### config.mk
export PLATFORM = sky130hd
export DESIGN_NAME = fetch_unit
export DESIGN_NICKNAME = d
export VERILOG_FILES = /design/src/rtl/fetch_pkg.sv /design/src/rtl/if_id_reg.sv /design/src/rtl/fetch_unit.sv
export SDC_FILE = /design/constraint.sdc
export NUM_CORES = 1
export LEC_CHECK = 0
export ABC_AREA = 1
export BUFFER_PORTS_ARGS = -buffer_cell sky130_fd_sc_hd__buf_4
export CORE_MARGIN = 4
export CORE_UTILIZATION = 35
export CTS_CLUSTER_SIZE = 25
export DETAILED_ROUTE_END_ITERATION = 7
export GPL_ROUTABILITY_DRIVEN = 0
export GPL_TIMING_DRIVEN = 0
export PLACE_DENSITY = 0.56
export RECOVER_POWER = 100
export SLEW_MARGIN = 20
export SYNTH_ARGS = -nofsm -noshare
export SYNTH_HDL_FRONTEND = slang
export SYNTH_SLANG_ARGS = --single-unit
export TNS_END_PERCENT = 10
### constraint.sdc
create_clock -name i_clk -period 3.4 [get_ports i_clk]
set_clock_uncertainty 0.2 [all_clocks]
set_input_delay 1.02 -clock i_clk [delete_from_list [all_inputs] [get_ports i_clk]]
set_output_delay 1.02 -clock i_clk [all_outputs]
set_load 0.02 [all_outputs]
### src/rtl/fetch_pkg.sv
// Shared types and constants for the instruction-fetch stage and the
// pipeline stage registers built on if_id_reg.
package fetch_pkg;

   localparam int XLEN = 32;

   localparam logic [XLEN-1:0] NOP_INSTR = 32'h0000_0013;

   typedef enum logic [1:0] {
      S_REQ,
      S_WAIT,
      S_DROP
   } fetch_state_e;

   typedef struct packed {
      logic [XLEN-1:0] pc;
      logic [XLEN-1:0] instr;
      logic            valid;
   } if_id_t;

   localparam if_id_t IF_ID_BUBBLE = '{pc: '0, instr: NOP_INSTR, valid: 1'b0};

endpackage

### src/rtl/if_id_reg.sv
// Pipeline stage register with flush, stall and load; a flush wins over a
// stall, and a cycle with nothing to load leaves a bubble behind.
module if_id_reg
   import fetch_pkg::*;
(
   input  logic   i_clk,
   input  logic   i_rst_n,
   input  logic   i_flush,
   input  logic   i_stall,
   input  logic   i_load,
   input  if_id_t i_load_data,
   output if_id_t o_stage
);

   if_id_t stage_d;
   if_id_t stage_q;

   always_comb begin
      stage_d = IF_ID_BUBBLE;
      if (i_flush) begin
         stage_d = IF_ID_BUBBLE;
      end else if (i_stall) begin
         stage_d = stage_q;
      end else if (i_load) begin
         stage_d = i_load_data;
      end
   end

   always_ff @(posedge i_clk or negedge i_rst_n) begin
      if (!i_rst_n) begin
         stage_q <= IF_ID_BUBBLE;
      end else begin
         stage_q <= stage_d;
      end
   end

   assign o_stage = stage_q;

endmodule

### src/rtl/fetch_unit.sv
// Instruction-fetch stage: owns the PC, runs a single-outstanding imem
// request port and feeds the IF/ID register through a one-entry hold buffer.
module fetch_unit
   import fetch_pkg::*;
#(
   parameter logic [31:0] RESET_PC = 32'h0000_0000,
   parameter int          XLEN     = 32
) (
   input  logic            i_clk,
   input  logic            i_rst_n,
   input  logic            i_stall_pc,
   input  logic            i_stall_if_id,
   input  logic            i_flush_if_id,
   input  logic            i_redirect_valid,
   input  logic [XLEN-1:0] i_redirect_pc,
   output logic            o_imem_req,
   output logic [XLEN-1:0] o_imem_addr,
   input  logic            i_imem_gnt,
   input  logic            i_imem_rvalid,
   input  logic [XLEN-1:0] i_imem_rdata,
   output logic [XLEN-1:0] o_pc_id,
   output logic [XLEN-1:0] o_instr_id,
   output logic            o_valid_id
);

   fetch_state_e    state_d, state_q;
   logic [XLEN-1:0] pc_d, pc_q;
   logic [XLEN-1:0] req_pc_d, req_pc_q;
   if_id_t          hold_d, hold_q;

   logic            handshake;
   logic            live_rsp;
   logic            if_id_flush;
   logic            if_id_load;
   logic [XLEN-1:0] redirect_target;
   if_id_t          if_id_load_data;
   if_id_t          if_id;

   // Reset gates the request so the port stays quiet while reset is held.
   assign o_imem_req      = i_rst_n && (state_q == S_REQ) && !hold_q.valid
                            && !i_stall_pc && !i_redirect_valid;
   assign o_imem_addr     = pc_q;
   assign handshake       = o_imem_req && i_imem_gnt;
   assign live_rsp        = (state_q == S_WAIT) && i_imem_rvalid && !i_redirect_valid;
   assign redirect_target = i_redirect_pc & ~XLEN'(3);

   assign if_id_flush     = i_flush_if_id || i_redirect_valid;
   assign if_id_load      = hold_q.valid || live_rsp;
   assign if_id_load_data = hold_q.valid ? hold_q
                                         : '{pc: req_pc_q, instr: i_imem_rdata, valid: 1'b1};

   always_comb begin
      state_d  = state_q;
      pc_d     = pc_q;
      req_pc_d = req_pc_q;
      hold_d   = hold_q;

      unique case (state_q)
         S_REQ: begin
            if (handshake) begin
               req_pc_d = pc_q;
               pc_d     = pc_q + XLEN'(4);
               state_d  = S_WAIT;
            end
         end
         S_WAIT: begin
            if (i_imem_rvalid) begin
               state_d = S_REQ;
            end else if (i_redirect_valid) begin
               state_d = S_DROP;
            end
         end
         S_DROP: begin
            if (i_imem_rvalid) begin
               state_d = S_REQ;
            end
         end
         default: state_d = S_REQ;
      endcase

      // A stalled IF/ID parks the live response; an unstalled, unflushed one drains it.
      if (live_rsp && i_stall_if_id) begin
         hold_d = '{pc: req_pc_q, instr: i_imem_rdata, valid: 1'b1};
      end else if (hold_q.valid && !i_stall_if_id && !if_id_flush) begin
         hold_d.valid = 1'b0;
      end

      if (i_redirect_valid) begin
         pc_d         = redirect_target;
         hold_d.valid = 1'b0;
      end
   end

   always_ff @(posedge i_clk or negedge i_rst_n) begin
      if (!i_rst_n) begin
         state_q  <= S_REQ;
         pc_q     <= RESET_PC;
         req_pc_q <= '0;
         hold_q   <= IF_ID_BUBBLE;
      end else begin
         state_q  <= state_d;
         pc_q     <= pc_d;
         req_pc_q <= req_pc_d;
         hold_q   <= hold_d;
      end
   end

   if_id_reg u_if_id_reg (
      .i_clk       (i_clk),
      .i_rst_n     (i_rst_n),
      .i_flush     (if_id_flush),
      .i_stall     (i_stall_if_id),
      .i_load      (if_id_load),
      .i_load_data (if_id_load_data),
      .o_stage     (if_id)
   );

   assign o_pc_id    = if_id.pc;
   assign o_instr_id = if_id.instr;
   assign o_valid_id = if_id.valid;

endmodule

==> impl_results.md, run 1 <==
* Outcome: finished, violations left
* Violated checks: max-capacitance violations, max-slew violations
* Total net switching power at 1.582 mW
* Final period utilization at 0.9540
* Residual DRC at 0
* Sw Ratio at 0.2919
* CP max FO at 32
* Placed Cells at 1554
* Relative slew slack at -0.2781
* Final Max Tran Viols at 77
* Total power at 5.419 mW
* Worst-Margin Slew at 1.917 ns
* Post-DRT Antenna Nets at 0
* # fillers at 2552
* First-pass GRT wire length at 41.03 mm
* Critical Path, Cell by Cell: buf_12 -> buf_16 -> inv_1 -> nor2_1 -> nand2_1 -> nor2_1 -> clkbuf_2
* # hold bufs at CTS at 0
* Final setup fails at 0
* Setup TNS at 0 ns
* Clock sinks at 189
* Clock Tree Buf Depth at 2
* Drt first pass iters at 5
* Cell Count, Final, Fillers Out at 1588
* Most area-hungry cell type in the Yosys netlist: dfrtp_1
* DR vias at 7620
* Clk root buf: clkbuf_16
* Total CTS buffers at 17
* Cells after synthesis at 1063
* Sequential-to-total area share from yosys stat at 0.5426
* Critical path's largest stage delay at 0.20 ns
* Synth-to-layout area growth at 21.84%
* Setup crit end kind: output pin
* Pint at 3.838 mW
* Mapped cell area at 8731 µm²
* IO Port Bufs at 164
* Vias in the first global route at 7584
* CP startpoint kind: input pin
* Initial DRC count at 636
* Fin. Hold Viols at 0
* CTS H-tree depth at 4
* Largest net degree at the start of global routing at 77
* GRT Total Usage at 0.1821
* Hold Crit Class: in2async
* Clock period minus worst slack at 3.244 ns
* Synth Register Bits at 189
* Seq pwr share at 0.486
* R2r setup slk at 0.79 ns
* Crit Path Class: in2out
* Routed wire per std cell at 15.78 µm
* Die W at 165.9 µm
* Arr. time, crit path at 2.02 ns
* Clock share of power at 0.382
* Core Box Area at 24460 µm²
* Starting density of the core at 0.3569
* ANT cells at 0
* Initial antenna violation count at 0
* Routed wire length at 25.07 mm
* Height of the die at 165.9 µm
* Worst skew pair latency at 0.44 ns
* Nets at 1324
* Clock transition at path regs at 0.08 ns
* Syn Area/Cell at 8.213 µm²
* LEAKAGE at 5.034 nW
* Vias per cell at 4.798
* CTS tree: built
* Distinct cell type count after synthesis at 24
* Peak ir drop on the vdd network at 0.0002858 V
* Most common cell after layout, fill and taps aside: nand2_1
* Ys Warns at 0
* HPWL after detailed placement at 18.52 mm
* IO Pins at 170
* Setup bufs post-CTS at 0
* Finished Cell Area at 10640 µm²
* MaxCap Viol Count at 1
* Placed cell areas at 10430 µm²
* RSZ-0062 raised after global routing: no
* Post-layout util at 0.4349
* Fmax at 308.3 MHz
* Layout cells sized above 1 at 0.09731
* Die Area at 27540 µm²
* Most frequent cells in the layout: 358 x nand2_1, 183 x dfrtp_1, 147 x o21ai_0
* CP most frequent cell: nor2_1
* PwrDens at 509.4 nW/µm²
* Remaining global-route overflow at 0
* Combinational share of power at 0.132
* Worst Path Required at 2.18 ns
* Critical-path top delay cell: buf_16
* Synth top area cells: dfrtp_1 52%, nand2_1 15%, nand3_1 6.0%
* Rows at 57
* Top-area cell type share of the netlist area at 0.5245
-- registers in the layout, indices dropped and copies added (netlist names) --
register and flops:
u_if_id_reg.o_stage 64, hold_q 63, o_imem_addr 30, req_pc_q 30, state_q 2
-- Yosys cell counts --
master / count
xor2_1: 3
and2_1: 3
nor3_1: 1
o21ai_0: 80
dfrtp_1: 183
clkinv_1: 2
inv_1: 81
nor2_1: 48
clkbuf_1: 31
dfstp_2: 6
nand4_1: 2
o31ai_1: 3
or2_2: 5
o211ai_1: 6
nor3_2: 1
nand3_1: 104
conb_1: 1
buf_2: 21
nand2_1: 358
buf_1: 2
ha_1: 1
buf_4: 6
mux2i_1: 40
o21ai_1: 75
-- metal layers --
layer  vias to the layer above  global-route usage  wire (µm)
met1                      3620              0.2624      12320
met2                       184              0.2848      11440
met3                        20             0.03404       1003
li1                       3796                   -          -
met5                         -                   0          0
met4                         0             0.04663        298
-- cell families (layout without fill, tap and decap cells) --
group | after synthesis | in the layout | synth area share
other | 1 | 2 | 0.0004295
xor gates and xnor gates | 3 | 3 | 0.003010
muxes | 40 | 40 | 0.04586
adders and majority gates | 1 | 1 | 0.001433
buffers and inverters | 143 | 343 | 0.06707
and+or+nand+nor | 522 | 522 | 0.2430
AOI/OAI and AO/OA | 164 | 164 | 0.09659
DFF | 189 | 189 | 0.5426
-- final cells by class --
type | count | area (µm²) | share of cell area
inverters | 83 | 311.5 | 0.02929
flip-flops and latches | 189 | 4737 | 0.4453
plain buffers | 60 | 247.7 | 0.02329
multi-input cells | 732 | 3407 | 0.3203
repair buffers | 168 | 929.6 | 0.08739
well taps | 324 | 405.4 | 0.03811
clock buffers | 17 | 425.4 | 0.03999
clock inverters | 15 | 173.9 | 0.01635
-- through the flow --
step	hold slack (ns)	worst slack [ns]
3_5_place_dp	0.2561	-0.1373
2_1_floorplan	0.2416	0.5426
3_3_place_gp	0.2511	-1.479
6_report	0.2030	0.1563
5_1_grt	0.1993	0.04824
4_1_cts	0.2327	0.03027
-- worst max-delay path: cells and delay by family --
| family | cells | cell delay, ns |
|---|---|---|
| buffers and inverters | 4 | 0.63 |
| and+or+nand+nor | 3 | 0.34 |
-- power by group through the flow --
stage | sequential (mW) | clock (mW) | combinational [mW]
detailed placement | 2.68 | 0 | 0.766
global route | 2.67 | 2.20 | 0.825
global placement | 2.67 | 0 | 0.745
finish | 2.64 | 2.07 | 0.713
floorplan | 2.68 | 0 | 0.398
CTS | 2.64 | 2.10 | 0.775
-- final timing paths --
kind | to | cells past startpoint | startpoint
min reg2reg | hold_q[5]$_DFFE_PN1P_ | 2 | hold_q[5]$_DFFE_PN1P_
max reg2reg | hold_q[35]$_DFFE_PN0P_ | 8 | state_q[1]$_DFFE_PN0P_
min | o_imem_addr[18]$_DFFE_PN0P_ | 1 | i_rst_n
max in group asynchronous | u_if_id_reg.o_stage[29]$_DFFE_PN0P_ | 2 | i_rst_n
min in group i_clk | hold_q[5]$_DFFE_PN1P_ | 2 | hold_q[5]$_DFFE_PN1P_
max | o_imem_req | 7 | i_rst_n
-- what timing repair did --
item | CTS | global route
endpoints found under the hold margin | 0 | 0
setup endpoints to repair | 1 | 1
gates cloned | 1 | 1
resized for setup | 0 | 1
(Power assumes the default switching activity.)
==> run 2, diff against run 1 <==
--- a/config.mk
+++ b/config.mk
@@ -13,10 +13,11 @@
 export DETAILED_ROUTE_END_ITERATION = 7
 export GPL_ROUTABILITY_DRIVEN = 0
 export GPL_TIMING_DRIVEN = 0
-export PLACE_DENSITY = 0.56
+export PLACE_DENSITY = 0.55
 export RECOVER_POWER = 100
 export SLEW_MARGIN = 20
 export SYNTH_ARGS = -nofsm -noshare
 export SYNTH_HDL_FRONTEND = slang
+export SYNTH_HIERARCHICAL = 1
 export SYNTH_SLANG_ARGS = --single-unit
 export TNS_END_PERCENT = 10
==> run 2 against run 1 <==
  * The run still ends with max-capacitance violations, max-slew violations left
  * Combinational power increased by 3.6%
  * Register-to-register slack barely moved
  * Sequential power about the same
  * Non-clock buffer count rose by 10
  * Clock power rose by 2%
  * Critical path depth rose by 3
  * Power grew 1.9%
  * Critical endpoint is now u_if_id_reg/o_stage[37]$_DFFE_PN0P_
  * Largest cell class unchanged
  * Largest power group unchanged
==> impl_results.md, run 2 <==
* Cell Count, Final, Fillers Out at 1719 (+8.2%)
* RSZ-0062 raised after global routing: no
* Mapped cell area at 9338 µm² (+7.0%)
* Drt first pass iters at 5 (unchanged)
* FF/Latch Area at 4762 µm² (+0.53%)
* Ys flop type: dfrtp_1
* Nets at 1443 (+9.0%)
* Seq pwr share at 0.482 (-0.004)
* Fin. Hold Viols at 0 (unchanged)
* Violated checks: max-capacitance violations, max-slew violations
* Top-area cell type share of the netlist area at 0.4931 (-0.03141)
* # fillers at 2808 (+10%)
* Sw Ratio at 0.2851 (-0.006706)
* Post-synthesis async set-or-reset flop share at 1.000 (unchanged)
* Count leader, synth: nand2_1
* Final setup fails at 0 (unchanged)
* IO Pins at 170 (unchanged)
* Core Box Area at 26130 µm² (+6.8%)
* Setup bufs post-CTS at 0 (unchanged)
* Crit path max-delay family: buffers and inverters
* Placed Cells at 1685 (+8.4%)
* Most frequent cells in the layout: 427 x nand2_1, 184 x dfrtp_1, 175 x o21ai_0
* Ys Warns at 6 (+6)
* Relative slew slack at -0.2342 (+0.04387)
* First-pass GRT wire length at 44.32 mm (+8.0%)
* Residual DRC at 0 (unchanged)
* Distinct cell type count after synthesis at 32 (+33%)
* Rows at 59 (+3.5%)
* Vias per cell at 4.845 (+0.96%)
* Clock period minus worst slack at 3.201 ns (-0.04267 ns)
* Final period utilization at 0.9415 (-0.01255)
* Worst skew pair latency at 0.42 ns (-0.02 ns)
* Multi-input gate area at 3631 µm² (+6.6%)
* Top post-synthesis cells by count: 425 x nand2_1, 184 x dfrtp_1, 156 x o21ai_0, 121 x inv_1, 62 x nand4_1
* Number of synthesized flops with an enable pin at 0 (unchanged)
* Setup crit end kind: register
* Routed wire length at 27.14 mm (+8.3%)
* Die W at 171.3 µm (+3.3%)
* Critical-path top delay cell: clkbuf_1
* WHS at 0.2617 ns (+0.05876 ns)
* Height of the die at 171.3 µm (+3.3%)
* Synth Register Bits at 190 (+0.53%)
* Worst-Margin Slew at 1.851 ns (-0.06581 ns)
* CTS tree: built
* # hold bufs at CTS at 0 (unchanged)
* Crit path buf inv count at 6 (+2)
* Max reg flops at 65 (+1.6%)
* R2r startpoint: hold_q[0]$_DFFE_PN0P_
* Cells after synthesis at 1181 (+11%)
* Clock Tree Buf Depth at 2 (unchanged)
* Most area-hungry cell type in the Yosys netlist: dfrtp_1
* Outcome: finished, violations left
* Initial DRC count at 509 (-20%)
* Reg-to-Reg End: u_if_id_reg/o_stage[38]$_DFFE_PN0P_
* Syn Area/Cell at 7.907 µm² (-3.7%)
* Crit Path Class: in2reg
* Sequential-to-total area share from yosys stat at 0.5100 (-0.03258)
* Critical path's largest stage delay at 0.56 ns (+0.36 ns)
* Synth-to-layout area growth at 19.58%
* Worst Path Required at 3.56 ns (+1.38 ns)
* Initial antenna violation count at 1 (+1)
* LEAKAGE at 5.540 nW (+10%)
* Die Area at 29360 µm² (+6.6%)
* GRT Total Usage at 0.1893 (+0.007150)
* CTS H-tree depth at 4 (unchanged)
* Routed wire per std cell at 15.79 µm (about the same)
* Finished Cell Area at 11170 µm² (+5.0%)
* R2r setup slk at 0.79 ns (about the same)
* Clock sinks at 190 (+0.53%)
* Peak ir drop on the vdd network at 0.0003719 V (+30%)
* Total net switching power at 1.575 mW (-0.44%)
* Pint at 3.947 mW (+2.9%)
* Final Max Tran Viols at 133 (+73%)
* Clk root buf: clkbuf_16
* Vias in the first global route at 8368 (+10%)
* Post-DRT Antenna Nets at 0 (unchanged)
* Starting density of the core at 0.3573 (+0.0004080)
* Clock share of power at 0.384 (+0.002)
* CP max FO at 10 (-69%)
* Synth top area cells: dfrtp_1 49%, nand2_1 17%, o21ai_0 8.4%
* Layout cells sized above 1 at 0.1200 (+0.02272)
* Combinational share of power at 0.134 (+0.002)
* DR vias at 8328 (+9.3%)
* Most common cell after layout, fill and taps aside: nand2_1
* Total power at 5.522 mW (+1.9%)
* Worst r2r path cells at 8 (unchanged)
* Critical Path, Cell by Cell: clkbuf_1 -> clkbuf_1 -> or2_2 -> inv_1 -> nand2_1 -> clkinv_1 -> clkbuf_1 -> clkbuf_2 -> nand2_1 -> nand2_1
* Clock transition at path regs at 0.07 ns (about the same)
* Post-layout util at 0.4273 (-0.007591)
* Remaining global-route overflow at 0 (unchanged)
* HPWL after detailed placement at 19.88 mm (+7.4%)
* PwrDens at 494.6 nW/µm² (-2.9%)
* Arr. time, crit path at 3.36 ns (+1.34 ns)
* Fmax at 312.4 MHz (+1.3%)
* Largest net degree at the start of global routing at 68 (-12%)
* CP startpoint kind: input pin
* IO Port Bufs at 164 (unchanged)
* Total CTS buffers at 17 (unchanged)
* Hold Crit Class: in2async
* MaxCap Viol Count at 3 (+2)
* Placed cell areas at 11060 µm² (+6.0%)
[run 2: repair_timing]
action                                  4_1_cts  5_1_grt
endpoints found under the setup margin        1        1
gates cloned                                  3        0
gates resized for setup                       3        0
[run 2: power groups by stage]
stage                     logic [mW]  clock network (mW)  registers, mW
after floorplan                0.431                   0           2.71
after global placement         0.782                   0           2.70
after detailed placement       0.804                   0           2.70
after CTS                      0.823                2.18           2.66
after global routing           0.859                2.28           2.69
final                          0.739                2.12           2.66
[run 2: area by class of cell]
cell class | count | share of cell area
sequential | 190 | 0.4265
multi-input combinational | 797 | 0.3252
timing repair buffer | 167 | 0.08203
inverter | 126 | 0.04247
clock buffer | 18 | 0.03933
tap | 335 | 0.03754
buffer | 71 | 0.03026
clock inverter | 14 | 0.01647
antenna | 1 | 0.0002241
[run 2: worst reg2reg max path: cells and delay by family (launching register included)]
family / cells / cell delay (ns)
flops: 1 / 0.32
compound gates: 1 / 0.20
simple gates: 2 / 0.22
buf+inv: 5 / 1.60
[run 2: logic make-up (layout without fill, tap and decap cells)]
| group | after synthesis | in the layout | synth area share |
|---|---|---|---|
| adders and majority gates | 1 | 1 | 0.001340 |
| buffers and inverters | 197 | 396 | 0.09795 |
| and+or+nand+nor | 600 | 600 | 0.2845 |
| DFF | 190 | 190 | 0.5100 |
| xor gates and xnor gates | 3 | 3 | 0.002814 |
| other | 2 | 6 | 0.0008043 |
| AOI/OAI and AO/OA | 188 | 188 | 0.1026 |
[run 2: how the worst max path moves through the flow]
| stage | start | endpoint | slack (ns) | cells past startpoint |
|---|---|---|---|---|
| after floorplan | i_redirect_valid | o_imem_req | 0.63 | 4 |
| after global placement | i_rst_n | o_imem_req | -1.60 | 6 |
| after detailed placement | i_rst_n | o_imem_req | -0.76 | 8 |
| after CTS | i_rst_n | o_imem_req | 0.06 | 7 |
| after global routing | i_redirect_valid | u_if_id_reg/o_stage[38]$_DFFE_PN0P_ | 0.03 | 10 |
| final | i_redirect_valid | u_if_id_reg/o_stage[37]$_DFFE_PN0P_ | 0.20 | 10 |
[run 2: per-stage QoR]
step | setup WS, ns | TNS, ns
2_1_floorplan | 0.6312 | 0
3_3_place_gp | -1.603 | -107.00
3_5_place_dp | -0.7560 | -9.229
4_1_cts | 0.06196 | 0
5_1_grt | 0.03341 | 0
6_report | 0.1990 | 0
[run 2: per-layer routing]
layer  GRT usage  wire, µm
met3     0.03264      1497
met5           0         0
met1      0.2772     13370
met2      0.2930     11870
met4     0.04754       402
==> run 3, diff against run 2 <==
--- a/config.mk
+++ b/config.mk
@@ -7,8 +7,9 @@
 export LEC_CHECK = 0
 export ABC_AREA = 1
 export BUFFER_PORTS_ARGS = -buffer_cell sky130_fd_sc_hd__buf_4
-export CORE_MARGIN = 4
+export CORE_MARGIN = 2
 export CORE_UTILIZATION = 35
+export CTS_BUF_LIST = sky130_fd_sc_hd__clkbuf_8
 export CTS_CLUSTER_SIZE = 25
 export DETAILED_ROUTE_END_ITERATION = 7
 export GPL_ROUTABILITY_DRIVEN = 0
==> run 3 against run 2 <==
  * The run ends with design-rule violations, max-capacitance violations, max-slew violations left
  * Clock-buffer cell count is the same
  * Wire length shrank 1.8%
  * Final area shrank 1.6%
  * First-iteration DRC count grew 14%
  * Die area shrank 4.6%
  * Utilization shrank 0.69 points
  * Critical path type is now in2out
  * Highest routed layer unchanged
==> impl_results.md, run 3 (synthesis results as in run 2) <==
* Most common cell after layout, fill and taps aside: nand2_1
* Vias per cell at 4.752 (-1.9%)
* CP startpoint kind: input pin
* WHS at 0.1566 ns (-0.1051 ns)
* Starting density of the core at 0.3573 (unchanged)
* Layout cells sized above 1 at 0.1185 (-0.001532)
* Final Max Tran Viols at 125 (-6.0%)
* CTS H-tree depth at 4 (unchanged)
* Worst Path Required at 2.18 ns (-1.38 ns)
* Final Worst Setup Slack at 0.1835 ns (-0.01551 ns)
* Placed Cells at 1685 (unchanged)
* ANT cells at 0 (-1)
* Clock share of power at 0.316 (-0.068)
* Post-layout util at 0.4203 (-0.006943)
* Drt first pass iters at 8 (+3)
* Vias in the first global route at 8039 (-3.9%)
* Pint at 3.443 mW (-13%)
* Routed wire per std cell at 15.50 µm (-1.8%)
* Synth-to-layout area growth at 17.63%
* Most frequent cells in the layout: 427 x nand2_1, 184 x dfrtp_1, 173 x o21ai_0
* Relative slew slack at -0.3578 (-0.1236)
* GRT Total Usage at 0.1950 (+0.005756)
* MaxCap Viol Count at 2 (-1)
* Worst-Margin Slew at 2.037 ns (+0.1854 ns)
* Remaining global-route overflow at 0 (unchanged)
* Seq pwr share at 0.535 (+0.053)
* Arr. time, crit path at 2.00 ns (-1.36 ns)
* Outcome: finished, violations left
* Nets at 1444 (+0.069%)
* Setup crit end kind: output pin
* LEAKAGE at 5.468 nW (-1.3%)
* R2r setup slk at 0.79 ns (about the same)
* Clock transition at path regs at 0.11 ns (+0.04 ns)
* # fillers at 2786 (-0.78%)
* HPWL after detailed placement at 19.36 mm (-2.6%)
* Combinational share of power at 0.149 (+0.015)
* Residual DRC at 16 (+16)
* PwrDens at 452.8 nW/µm² (-8.5%)
* Final period utilization at 0.9460 (+0.004562)
* # hold bufs at CTS at 0 (unchanged)
* First-pass GRT wire length at 43.54 mm (-1.8%)
* RSZ-0062 raised after global routing: no
* DR vias at 8168 (-1.9%)
* Die Area at 28000 µm² (-4.6%)
* Clock Tree Buf Depth at 2 (unchanged)
* Final setup fails at 0 (unchanged)
* Hold Crit Class: in2async
* Initial DRC count at 582 (+14%)
* IO Port Bufs at 164 (unchanged)
* Post-DRT Antenna Nets at 0 (unchanged)
* Worst r2r path cells at 8 (unchanged)
* Sw Ratio at 0.3077 (+0.02258)
* Die W at 167.3 µm (-2.3%)
* Violated checks: design-rule violations, max-capacitance violations, max-slew violations
* Total CTS buffers at 17 (unchanged)
* Clk root buf: clkbuf_8
* Rows at 59 (unchanged)
* Total net switching power at 1.530 mW (-2.8%)
* Reg-to-Reg End: u_if_id_reg/o_stage[38]$_DFFE_PN0P_
* Largest net degree at the start of global routing at 81 (+19%)
* Crit Path Class: in2out
* R2r startpoint: hold_q[0]$_DFFE_PN0P_
* Peak ir drop on the vdd network at 0.0002086 V (-44%)
* Fmax at 310.9 MHz (-0.48%)
* Fin. Hold Viols at 0 (unchanged)
* Place WS at -0.2332 ns (+0.5228 ns)
* CP max FO at 28 (+18)
* Worst skew pair latency at 0.46 ns (+0.04 ns)
* Routed wire length at 26.65 mm (-1.8%)
* Core Box Area at 26130 µm² (unchanged)
* Clock period minus worst slack at 3.217 ns (+0.01551 ns)
* Height of the die at 167.3 µm (-2.3%)
* IO Pins at 170 (unchanged)
* Cell Count, Final, Fillers Out at 1719 (unchanged)
* Clock sinks at 190 (unchanged)
* Initial antenna violation count at 0 (-1)
* Max reg flops at 65 (unchanged)
* CTS tree: built
run 3: changes by cell type in the layout (fill, tap and decap cells not counted), moves of 2 or more:
| cell | before | now |
|---|---|---|
| clkbuf_2 | 9 | 6 |
| inv_6 | 2 | 5 |
| o21ai_1 | 5 | 7 |
| o21ai_0 | 175 | 173 |
| buf_6 | 3 | 5 |
| clkbuf_8 | 1 | 18 |
| clkbuf_16 | 17 | 0 |
run 3: layout make-up:
cell class | count | area (µm²) | area share
clock buffers | 18 | 247.7 | 0.02255
plain buffers | 71 | 349.1 | 0.03178
multi-input cells | 797 | 3628 | 0.3303
repair buffers | 168 | 944.7 | 0.08600
clock inverters | 14 | 158.9 | 0.01447
well taps | 335 | 419.2 | 0.03816
inverters | 126 | 474.2 | 0.04317
flip-flops and latches | 190 | 4762 | 0.4335
run 3: through the flow:
step | setup TNS (ns) | power, mW | instance area [µm²]
6_report | 0 | 4.973 | 10980
3_3_place_gp | -106.66 | 3.478 | 11000
5_1_grt | 0 | 5.263 | 10980
3_5_place_dp | -0.2332 | 3.504 | 11060
4_1_cts | 0 | 5.095 | 11540
2_1_floorplan | 0 | 3.140 | 9349
run 3: what timing repair did:
| action | in CTS | in global routing |
|---|---|---|
| cloned | 2 | 0 |
| setup endpoints to repair | 1 | 1 |
| buffers inserted | 0 | 0 |
| resized for setup | 1 | 2 |
run 3: how the worst max path moves through the flow:
stage / from / to / slack (ns) / depth (start not counted)
final: i_rst_n / o_imem_req / 0.18 / 7
after global routing: i_rst_n / o_imem_req / 0.03 / 7
after CTS: i_rst_n / o_imem_req / 0.06 / 7
after detailed placement: i_rst_n / o_imem_req / -0.23 / 7
after global placement: i_rst_n / o_imem_req / -1.58 / 6
after floorplan: i_redirect_valid / o_imem_req / 0.63 / 4
run 3: per-layer routing:
metal  up-vias  wire length (µm)  global-route usage
li1       4156                 -                   -
met1      3777             13500              0.2888
met3        17              1221             0.03120
met4         0               293             0.04499
met2       218             11630              0.3006
met5         -                 0                   0
run 3: power groups by stage:
stage	registers, mW	clock network, mW	logic (mW)
2_1_floorplan	2.71	0	0.431
3_3_place_gp	2.70	0	0.781
3_5_place_dp	2.70	0	0.801
4_1_cts	2.66	1.62	0.816
5_1_grt	2.69	1.71	0.861
6_report	2.66	1.57	0.741
run 3: worst max-delay path, cell delays in order:
cell and delay (ns):
buf_12 0.18, buf_16 0.20, inv_1 0.06, nor2_1 0.12, nand3_1 0.14, inv_1 0.09
clkbuf_2 0.16
